==> src/rtl/rr_pkg.sv <==
// Shared sizing helpers and default geometry for the on-the-fly converter.
// Digit width is K+1 (signed), word width is K*WIDTH+1 (two's complement).
package rr_pkg;

    function automatic int digit_bits(input int radix);
        return $clog2(radix) + 1;
    endfunction

    function automatic int word_bits(input int radix, input int width);
        return $clog2(radix) * width + 1;
    endfunction

    localparam int RADIX_DEF = 4;
    localparam int WIDTH_DEF = 4;
    localparam int K_DEF     = $clog2(RADIX_DEF);
    localparam int D_DEF     = digit_bits(RADIX_DEF);
    localparam int W_DEF     = word_bits(RADIX_DEF, WIDTH_DEF);

endpackage

==> src/rtl/rr_otf_step.sv <==
// One on-the-fly conversion step: appends a signed digit to (Q, QM).
// Ports: digit_i, q_i, qm_i in; q_o, qm_o, illegal_o out. Combinational.
module rr_otf_step
    import rr_pkg::*;
#(
    parameter int K = K_DEF,
    parameter int W = W_DEF
) (
    input  logic [K:0]   digit_i,
    input  logic [W-1:0] q_i,
    input  logic [W-1:0] qm_i,
    output logic [W-1:0] q_o,
    output logic [W-1:0] qm_o,
    output logic         illegal_o
);

    logic         neg;
    logic         pos;
    logic [K-1:0] dlo;
    logic [K-1:0] dm1;

    // RADIX+d and d share the low K bits, as do d-1 and RADIX-1+d,
    // so the appended field is just the low bits of d or d-1.
    assign neg       = digit_i[K];
    assign pos       = !neg && (|digit_i[K-1:0]);
    assign dlo       = digit_i[K-1:0];
    assign dm1       = dlo - 1'b1;
    assign illegal_o = (digit_i == {1'b1, {K{1'b0}}});

    assign q_o  = neg ? {qm_i[W-K-1:0], dlo}
                      : {q_i[W-K-1:0], dlo};
    assign qm_o = pos ? {q_i[W-K-1:0], dm1}
                      : {qm_i[W-K-1:0], dm1};

endmodule

==> src/rtl/rr_otf_convert.sv <==
// MSD-first radix-RADIX digit stream to two's-complement word converter.
// Ports: clock, resetn, digit_in/in_first/in_valid/in_ready,
// q_out/out_valid/out_ready, err[0]=illegal digit, err[1]=framing.
module rr_otf_convert
    import rr_pkg::*;
#(
    parameter  int WIDTH = WIDTH_DEF,
    parameter  int RADIX = RADIX_DEF,
    localparam int K     = $clog2(RADIX),
    localparam int D     = digit_bits(RADIX),
    localparam int W     = word_bits(RADIX, WIDTH)
) (
    input  logic         clock,
    input  logic         resetn,
    input  logic [D-1:0] digit_in,
    input  logic         in_first,
    input  logic         in_valid,
    output logic         in_ready,
    output logic [W-1:0] q_out,
    output logic         out_valid,
    input  logic         out_ready,
    output logic [1:0]   err
);

    localparam int CW = (WIDTH > 1) ? $clog2(WIDTH) : 1;
    localparam logic [CW-1:0] LAST = CW'(WIDTH - 1);

    logic [CW-1:0] cnt_q, cnt_d;
    logic [W-1:0]  q_q, q_d;
    logic [W-1:0]  qm_q, qm_d;
    logic [W-1:0]  qout_q, qout_d;
    logic          oval_q, oval_d;
    logic [1:0]    err_q, err_d;

    logic          xfer;
    logic          start;
    logic [CW-1:0] idx;
    logic [W-1:0]  q_prev, qm_prev;
    logic [W-1:0]  q_nxt, qm_nxt;
    logic          illegal;

    // Only the final digit can stall, and only behind an unconsumed word.
    assign in_ready  = !(cnt_q == LAST && oval_q && !out_ready);
    assign xfer      = in_valid && in_ready;

    // A new word (by count or by in_first) restarts from Q=0, QM=-1.
    assign start     = in_first || (cnt_q == '0);
    assign idx       = in_first ? '0 : cnt_q;
    assign q_prev    = start ? '0 : q_q;
    assign qm_prev   = start ? '1 : qm_q;

    rr_otf_step #(
        .K(K),
        .W(W)
    ) u_step (
        .digit_i  (digit_in),
        .q_i      (q_prev),
        .qm_i     (qm_prev),
        .q_o      (q_nxt),
        .qm_o     (qm_nxt),
        .illegal_o(illegal)
    );

    always_comb begin
        cnt_d  = cnt_q;
        q_d    = q_q;
        qm_d   = qm_q;
        qout_d = qout_q;
        oval_d = oval_q;
        err_d  = err_q;

        if (out_ready) begin
            oval_d = 1'b0;
        end

        if (xfer) begin
            q_d  = q_nxt;
            qm_d = qm_nxt;
            if (illegal) begin
                err_d[0] = 1'b1;
            end
            if (in_first && cnt_q != '0) begin
                err_d[1] = 1'b1;
            end
            if (idx == LAST) begin
                cnt_d  = '0;
                qout_d = q_nxt;
                oval_d = 1'b1;
            end else begin
                cnt_d  = idx + 1'b1;
            end
        end
    end

    always_ff @(posedge clock) begin
        if (!resetn) begin
            cnt_q  <= '0;
            q_q    <= '0;
            qm_q   <= '1;
            qout_q <= '0;
            oval_q <= 1'b0;
            err_q  <= 2'b00;
        end else begin
            cnt_q  <= cnt_d;
            q_q    <= q_d;
            qm_q   <= qm_d;
            qout_q <= qout_d;
            oval_q <= oval_d;
            err_q  <= err_d;
        end
    end

    assign q_out     = qout_q;
    assign out_valid = oval_q;
    assign err       = err_q;

endmodule
==> config.mk <==
export PLATFORM = sky130hd
export DESIGN_NAME = rr_otf_convert
export DESIGN_NICKNAME = d
export VERILOG_FILES = /design/src/rtl/rr_pkg.sv /design/src/rtl/rr_otf_step.sv /design/src/rtl/rr_otf_convert.sv
export SDC_FILE = /design/constraint.sdc
export NUM_CORES = 1
export LEC_CHECK = 0
export BUFFER_PORTS_ARGS = -buffer_cell sky130_fd_sc_hd__buf_4
export CAP_MARGIN = 40
export CORE_MARGIN = 4
export CORE_UTILIZATION = 60
export CTS_CLUSTER_SIZE = 14
export DETAILED_ROUTE_END_ITERATION = 7
export GPL_ROUTABILITY_DRIVEN = 0
export GPL_TIMING_DRIVEN = 0
export PLACE_DENSITY = 0.91
export SLEW_MARGIN = 20
export SYNTH_ARGS = -nofsm -noshare
export SYNTH_HDL_FRONTEND = slang
export SYNTH_HIERARCHICAL = 1
export SYNTH_SLANG_ARGS = --single-unit
==> constraint.sdc <==
create_clock -name clock -period 2.6 [get_ports clock]
set_clock_uncertainty 0.15 [all_clocks]
set_input_delay 0.26 -clock clock [delete_from_list [all_inputs] [get_ports clock]]
set_output_delay 0.26 -clock clock [all_outputs]
set_load 0.01 [all_outputs]
==> out/qor.tcl, run 1 <==
set qor(result_of_the_run) {completed}
set qor(synthesis.instances) 159
set qor(relSlewSlack) 0.679
set qor(report.final.hold_viol_count) 0
set qor(placed_cells_incl_taps) 205
set qor(numCtsBuffers) 3
set qor(cell_internal_pwr_w) 0.000665
set qor(cts_buffer_depth) 2
set qor(final_design_area_no_fill_sq_um) 1670
set qor(wl_per_cell_um) 13.6
set qor(cap_violations) 0
set qor(placementRows) 17
set qor(drt_drc_violations_left) 0
set qor(hold_buffers) 0
set qor(worstHoldPathCells) 3
set qor(worst_pin_slew_ps) 481
set qor(crit_chain) {and4b_4, inv_2, clkbuf_1, buf_4}
set qor(die_area_sq_um) 3260
set qor(critical_path.endpoint_type) {output pin}
set qor(tritoncts) {built}
set qor(data_required_time_of_the_worst_path_ps) 2190
set qor(antenna_left) 0
set qor(hpwl_um) 2070
set qor(ys.warnings.count) 6
set qor(power.switching_w) 0.000208
set qor(grt_pass1_wl_um) 4870
set qor(timing.setup.tns_ps) 0
set qor(r2r_cells) 7
set qor(grtUsageTotal) 0.185
set qor(layout.cells.non_filler) 209
set qor(clock_power_share) 0.330
set qor(cts.repair.resized) 0
set qor(share_comb_of_total_power) 0.146
set qor(dp_worst_setup_slack_ps) 805
set qor(clock_root_buffer) {sky130_fd_sc_hd__clkbuf_4}
set qor(final_net_count) 192
set qor(detailed_place.area_sq_um) 1620
set qor(mappedNetlistArea_sq_um) 1450
set qor(timing.fmax_mhz) 510
set qor(final_min_period_over_clock_period) 0.755
set qor(placement.io_buffers) 18
set qor(rsz0062_at_grt) {no}
set qor(final_layout_size_suffix_gt1_frac) 0.298
set qor(critPathSlowestCell) {sky130_fd_sc_hd__dfxtp_1}
set qor(p_leak_nw) 0.741
set qor(layout_min_cycle_time_ps) 1960
set qor(chipWidth_um) 57.1
set qor(total_iterations_of_the_first_detailed_routing_run) 4
set qor(timing.hold.worst.class) {in -> reg}
set qor(cts_sinks) 28
set qor(initial_utilization) 0.642
set qor(grt_pass1_vias) 1107
set qor(max_stage_delay_ps) 370
set qor(core_area_sq_um) 2250
set qor(route.detailed.vias_per_inst) 5.22
set qor(report.final.setup_viol) 0
set qor(drt_iter0_drc) 29
set qor(vdd.ir_drop.worst_uv) 469
set qor(synthesis.area_per_instance_sq_um) 9.10
set qor(maxSlewViolCount) 0
set qor(timing.critical_path.arrival_ps) 1550
set qor(die_h_um) 57.1
set qor(grt_max_degree) 17
set qor(powerDensity_nw_per_um2) 523
set qor(cts.clk_slew.worst_paths_ps) 150
set qor(insertedDiodeCount) 0
set qor(cts_setup_buffers) 0
set qor(start_kind) {flip-flop}
set qor(ios) 21
set qor(vias) 1092
set qor(crit_type) {reg -> out}
set qor(power.switching_fraction) 0.238
set qor(grt_overflow_total) 0
set qor(area_overhead_of_the_layout_relative_to_synthesis_pct) 15.4
set qor(sequentialPowerShare) 0.525
set qor(grt_antenna_before_repair) 0
set qor(clkLatencyLatePin_ps) 330
set qor(postSynthNetCount) 169
set qor(worst_path_fanout_max) 8
set qor(power_w) 0.000873
set qor(cts_max_level) 1
set qor(routed_wl_um) 2830
set qor(finalWorstSetupSlack_ps) 638
per-layer routing:
| layer | GRT usage | share of wire |
|---|---|---|
| met5 | 0 | 0 |
| met1 | 0.221 | 0.43 |
| met4 | 0.0828 | 0.022 |
| met3 | 0.0339 | 0.034 |
| met2 | 0.321 | 0.51 |
per-stage QoR:
stage | util | hold WS (ps)
floorplan | - | 249
global placement | 0.717 | 290
detailed placement | 0.717 | 295
CTS | 0.740 | 18.2
global route | 0.740 | 29.5
finish | 0.740 | 23.3
worst paths after layout:
check | slack (ps) | to | from
worst max-delay path | 640 | in_ready | cnt_q[0]
worst min-delay path | 20 | err[1] | in_first
worst max register to register | 730 | qm_q[6] | cnt_q[0]
worst min register to register | 320 | err[1] | err[1]
power by group through the flow:
stage	sequential (W)	clock, W	combinational, W
3_5_place_dp	0.000467	0	0.000125
2_1_floorplan	0.000466	0	0.0000958
5_1_grt	0.000460	0.000307	0.000140
4_1_cts	0.000458	0.000294	0.000127
3_3_place_gp	0.000466	0	0.000120
6_report	0.000458	0.000288	0.000127
registers in the layout, indices dropped and copies added, names as in the netlist:
name / count
q_q: 7
out_valid: 1
cnt_q: 2
q_out: 9
qm_q: 7
err: 2
layout make-up:
type / instances / area (sq um)
timing repair buffer: 18 / 135
clock buffer: 3 / 22.5
inverter: 11 / 41.3
buffer: 13 / 80.1
fill: 165 / 586
sequential: 28 / 561
clock inverter: 1 / 30.0
multi-input combinational: 107 / 764
tap: 28 / 35.0
cell usage in the layout (no fill, tap or decap), types with 2 or more instances in the layout:
| cell type | count |
|---|---|
| sky130_fd_sc_hd__mux2i_1 | 16 |
| sky130_fd_sc_hd__ha_1 | 2 |
| sky130_fd_sc_hd__dfxtp_1 | 28 |
| sky130_fd_sc_hd__o21ai_0 | 3 |
| sky130_fd_sc_hd__buf_4 | 20 |
| sky130_fd_sc_hd__buf_6 | 3 |
| sky130_fd_sc_hd__mux2_2 | 12 |
| sky130_fd_sc_hd__clkbuf_4 | 3 |
| sky130_fd_sc_hd__nand3_1 | 7 |
| sky130_fd_sc_hd__nand2_1 | 38 |
| sky130_fd_sc_hd__clkbuf_1 | 7 |
| sky130_fd_sc_hd__nor2_1 | 3 |
| sky130_fd_sc_hd__and2_1 | 7 |
| sky130_fd_sc_hd__inv_1 | 10 |
| sky130_fd_sc_hd__o211ai_2 | 7 |
| sky130_fd_sc_hd__nor2b_1 | 2 |
critical path: cells and delay by family, from the launching register on:
family / cells / cell delay [ps]
simple gates: 1 / 240
flops: 1 / 370
buf+inv: 3 / 620
No activity file was read; power rests on OpenSTA's default activity.
==> inputs of run 2 (changes only) <==
- ABC_AREA: unset -> 1
- CORE_UTILIZATION: 60 -> 52
- PLACE_DENSITY: 0.91 -> 0.84
- clock period: 2.6 -> 1.66 ns (I/O delays scaled with it)
==> run 2 against run 1 <==
Against the previous run: wire length is 19% higher; clock power rose by 56%; worst setup slack got worse by 630 ps; critical path type is now reg -> reg; largest power group unchanged.
==> out/qor.tcl, run 2 <==
set qor(cts_max_level) 1
set qor(timing.setup.tns_ps) 0
set qor(grt_pass1_vias) 1328
set qor(grt_max_degree) 17
set qor(wl_per_cell_um) 10.8
set qor(placementRows) 19
set qor(start_kind) {flip-flop}
set qor(timing.critical_path.arrival_ps) 1750
set qor(clock_root_buffer) {sky130_fd_sc_hd__clkbuf_4}
set qor(final_min_period_over_clock_period) 0.995
set qor(cts_sinks) 28
set qor(cts_buffer_depth) 2
set qor(layout_min_cycle_time_ps) 1650
set qor(critical_path.endpoint_type) {flip-flop}
set qor(numCtsBuffers) 3
set qor(cap_violations) 0
set qor(layout_commonest_cell) {sky130_fd_sc_hd__inv_1}
set qor(ys.warnings.count) 6
set qor(route.detailed.vias_per_inst) 4.90
set qor(hold_slack_ps) 24.0
set qor(relSlewSlack) 0.744
set qor(drt_drc_violations_left) 0
set qor(rsz0062_at_grt) {yes}
set qor(grtUsageTotal) 0.166
set qor(largest_register_ff_count) 9
set qor(tritoncts) {built}
set qor(final_net_count) 292
set qor(maxSlewViolCount) 0
set qor(mappedNetlistArea_sq_um) 1610
set qor(crit_type) {reg -> reg}
set qor(chipWidth_um) 63.6
set qor(report.final.setup_viol) 0
set qor(placed_cells_incl_taps) 301
set qor(placement.io_buffers) 19
set qor(vdd.ir_drop.worst_uv) 505
set qor(grt_pass1_wl_um) 5550
set qor(initial_utilization) 0.563
set qor(result_of_the_run) {completed}
set qor(clkLatencyLatePin_ps) 330
set qor(grt_antenna_before_repair) 0
set qor(ios) 21
set qor(synthesis.instances) 251
set qor(finalWorstSetupSlack_ps) 7.92
set qor(fillers) 280
set qor(drt_iter0_drc) 53
set qor(p_leak_nw) 0.988
set qor(layout_common_cells) {54 x sky130_fd_sc_hd__inv_1, 53 x sky130_fd_sc_hd__nand2_1, 30 x sky130_fd_sc_hd__buf_4}
set qor(hpwl_um) 2410
set qor(routed_wl_um) 3360
set qor(cts.clk_slew.worst_paths_ps) 150
set qor(vias) 1528
set qor(final_layout_size_suffix_gt1_frac) 0.256
set qor(area_overhead_of_the_layout_relative_to_synthesis_pct) 21.7
set qor(data_required_time_of_the_worst_path_ps) 1760
set qor(total_iterations_of_the_first_detailed_routing_run) 4
set qor(insertedDiodeCount) 0
set qor(core_area_sq_um) 2850
set qor(powerDensity_nw_per_um2) 716
set qor(layout.cells.non_filler) 312
set qor(antenna_left) 0
set qor(die_area_sq_um) 4040
set qor(dp_worst_setup_slack_ps) 19.2
set qor(grt_overflow_total) 0
set qor(die_h_um) 63.6
set qor(worst_path_fanout_max) 8
set qor(synthesis.area_per_instance_sq_um) 6.40
set qor(report.final.hold_viol_count) 0
set qor(postSynthNetCount) 261
set qor(worst_pin_slew_ps) 384
set qor(timing.fmax_mhz) 605
set qor(timing.hold.worst.class) {in -> reg}
==> run 2: worst max-delay path, stage by stage, from the launching register on <==
cell and delay (ps):
sky130_fd_sc_hd__dfxtp_2 390, sky130_fd_sc_hd__nor2_2 50, sky130_fd_sc_hd__nor2_1 120, sky130_fd_sc_hd__inv_2 80, sky130_fd_sc_hd__buf_6 140, sky130_fd_sc_hd__or2_1 240, sky130_fd_sc_hd__nand2_1 90, sky130_fd_sc_hd__o21ai_2 70
sky130_fd_sc_hd__inv_1 50, sky130_fd_sc_hd__nand4_1 80, sky130_fd_sc_hd__nand2_1 70, sky130_fd_sc_hd__nor2_1 30
==> run 2: stage by stage <==
stage	area [sq um]	total power, W	util
after floorplan	1610	0.000883	-
after global placement	1790	0.000933	0.626
after detailed placement	1790	0.000938	0.626
after CTS	1880	0.00139	0.658
after global routing	1950	0.00148	0.685
final	1950	0.00140	0.685
==> run 2: worst paths after layout <==
| path | from | end | slack (ps) | cells past startpoint |
|---|---|---|---|---|
| worst max-delay path | cnt_q[1] | q_out[6] | 8 | 11 |
| worst min register to register | err[1] | err[1] | 320 | 2 |
| worst min-delay path | in_first | cnt_q[0] | 20 | 5 |
| worst max register to register | cnt_q[1] | q_out[6] | 8 | 11 |
==> run 2: timing repair <==
item / 4_1_cts / 5_1_grt
setup endpoints to repair: 3 / 14
hold buffers: 3 / 0
resized for setup: 2 / 17
setup buffers: 0 / 4
hold endpoints to repair: 3 / 0
pin swaps: 0 / 10
==> run 2: layout make-up <==
| type | count | area (sq um) | share of cell area |
|---|---|---|---|
| plain buffers | 18 | 125 | 0.0641 |
| clock buffers | 3 | 22.5 | 0.0115 |
| clock inverters | 1 | 30.0 | 0.0154 |
| inverters | 58 | 218 | 0.111 |
| multi-input cells | 147 | 752 | 0.385 |
| flip-flops and latches | 28 | 564 | 0.289 |
| well taps | 31 | 38.8 | 0.0199 |
| repair buffers | 26 | 203 | 0.104 |
==> run 2: power breakdown <==
group          total, W  leakage (nW)  internal, W  switching [W]
clock network  0.000449        0.0279     0.000244       0.000204
logic          0.000230         0.730    0.0000977       0.000132
registers      0.000720         0.231     0.000704      0.0000165
==> run 2: layer usage <==
layer | vias up | part of all wire | GRT usage
met5 | - | 0 | 0
met4 | 0 | 0.019 | 0.0593
met3 | 7 | 0.053 | 0.0231
met2 | 41 | 0.48 | 0.272
met1 | 671 | 0.45 | 0.221
li1 | 809 | - | -
==> inputs of run 3 (changes only) <==
- CORE_MARGIN: 4 -> 1
==> run 3 against run 2 <==
Against the previous run: flip-flop and latch count did not move; highest routed layer unchanged; the flow now finishes with violations (DRC); via count fell by 3.1%; combinational power fell by 4%.
==> out/qor.tcl, run 3 (synthesized netlist as in run 2, its figures left out) <==
set qor(grt_antenna_before_repair) 0
set qor(relSlewSlack) 0.761
set qor(largest_register_ff_count) 9
set qor(clock_root_buffer) {sky130_fd_sc_hd__clkbuf_4}
set qor(layout_common_cells) {55 x sky130_fd_sc_hd__inv_1, 54 x sky130_fd_sc_hd__nand2_1, 26 x sky130_fd_sc_hd__buf_4}
set qor(p_leak_nw) 0.965
set qor(worst_path_fanout_max) 8
set qor(timing.critical_path.arrival_ps) 1690
set qor(cts_setup_buffers) 0
set qor(rsz0062_at_grt) {yes}
set qor(die_h_um) 57.6
set qor(die_area_sq_um) 3310
set qor(max_stage_delay_ps) 410
set qor(core_area_sq_um) 2830
set qor(grt_pass1_wl_um) 5430
set qor(cts_sinks) 28
set qor(critPathLaunch) {cnt_q[0]}
set qor(crit_chain) {nor2_4, nor2_2, inv_2, buf_6, or2_1, nand2_1, o21ai_1, inv_1, nand4_1, nand2_1, nor2_1}
set qor(route.detailed.vias_per_inst) 4.81
set qor(total_iterations_of_the_first_detailed_routing_run) 6
set qor(failed_checks) {DRC}
set qor(start_kind) {flip-flop}
set qor(layout.core_utilization) 0.672
set qor(area_overhead_of_the_layout_relative_to_synthesis_pct) 18.5
set qor(placementRows) 19
set qor(power_w) 0.00127
set qor(placement.io_buffers) 19
set qor(insertedDiodeCount) 0
set qor(grt_max_degree) 16
set qor(critPathSlowestCell) {sky130_fd_sc_hd__dfxtp_4}
set qor(routed_wl_um) 3150
set qor(path_common_cell) {sky130_fd_sc_hd__nand2_1}
set qor(maxSlewViolCount) 0
set qor(grt_pass1_vias) 1283
set qor(report.final.setup_viol) 0
set qor(antenna_left) 0
set qor(rr_startpoint) {cnt_q[0]}
set qor(clkLatencyLatePin_ps) 330
set qor(result_of_the_run) {finished with violations}
set qor(final_net_count) 288
set qor(crit_type) {reg -> reg}
set qor(grt_overflow_total) 0
set qor(critical_path.endpoint_type) {flip-flop}
set qor(layout_min_cycle_time_ps) 1600
set qor(chipWidth_um) 57.6
set qor(critical_path_buf_inv_count) 3
set qor(cap_violations) 0
set qor(timing.fmax_mhz) 625
set qor(final_layout_size_suffix_gt1_frac) 0.235
set qor(timing.hold.worst.class) {in -> reg}
set qor(wl_per_cell_um) 10.2
set qor(report.final.hold_viol_count) 0
set qor(worst_pin_slew_ps) 359
set qor(critical-path-top-delay-family) {simple AND/OR/NAND/NOR gates}
set qor(final_min_period_over_clock_period) 0.964
set qor(layout_commonest_cell) {sky130_fd_sc_hd__inv_1}
set qor(powerDensity_nw_per_um2) 668
set qor(hold_path.startpoint) {in_first}
set qor(cts.clk_slew.worst_paths_ps) 150
set qor(vdd.ir_drop.worst_uv) 456
set qor(cts_buffer_depth) 2
set qor(vias) 1480
set qor(ios) 21
set qor(data_required_time_of_the_worst_path_ps) 1750
set qor(tritoncts) {built}
set qor(drt_iter0_drc) 34
set qor(numCtsBuffers) 3
set qor(hpwl_um) 2370
set qor(initial_utilization) 0.567
set qor(cts_max_level) 1
set qor(grtUsageTotal) 0.208
set qor(drt_drc_violations_left) 3
-- run 3: worst register-to-register path, cell delays in order (launching register included) --
cell and delay [ps]:
sky130_fd_sc_hd__dfxtp_4 410, sky130_fd_sc_hd__nor2_4 40, sky130_fd_sc_hd__nor2_2 100, sky130_fd_sc_hd__inv_2 70, sky130_fd_sc_hd__buf_6 140, sky130_fd_sc_hd__or2_1 220
sky130_fd_sc_hd__nand2_1 70, sky130_fd_sc_hd__o21ai_1 80, sky130_fd_sc_hd__inv_1 60, sky130_fd_sc_hd__nand4_1 80, sky130_fd_sc_hd__nand2_1 70, sky130_fd_sc_hd__nor2_1 30
-- run 3: through the flow --
stage	TNS, ps	std cells	setup WS, ps	hold WS, ps	area, sq um
finish	0	308	60.6	41.7	1900
detailed placement	0	301	35.8	285	1790
CTS	0	308	15.3	17.5	1850
floorplan	0	251	173	187	1610
global route	-219	308	-73.2	69.5	1900
global placement	0	301	63.9	282	1790
-- run 3: power by group --
part	switching [W]	leakage (nW)	internal (W)
clock	0.000197	0.0210	0.000134
sequential	0.0000173	0.231	0.000702
combinational	0.000127	0.713	0.0000937
-- run 3: path summary, 6_finish.rpt --
check	slack (ps)	end	cells after the start
setup / recovery	60	q_out[6]	11
hold / removal	40	cnt_q[0]	5
setup reg to reg	60	q_out[6]	11
hold reg to reg	320	err[0]	2
-- run 3: cell type report --
class	count	area [sq um]
clock buffer	4	36.3
fill	264	927
tap	31	38.8
timing repair buffer	22	173
sequential	28	569
inverter	58	218
multi-input combinational	147	742
buffer	18	125
-- run 3: metal layers --
metal / up-vias / routed length [um] / track usage
li1: 803 / - / -
met2: 25 / 1510 / 0.362
met1: 647 / 1500 / 0.272
met3: 5 / 86 / 0.0204
met5: - / 0 / 0
met4: 0 / 41 / 0.0627
-- run 3: timing repair --
item                       in CTS  in global routing
hold buffers                    3                  0
gates cloned                    0                  0
gates resized for setup         1                 17
hold endpoints to repair        3                  0
pin swaps                       0                  7
setup endpoints to repair       2                 12
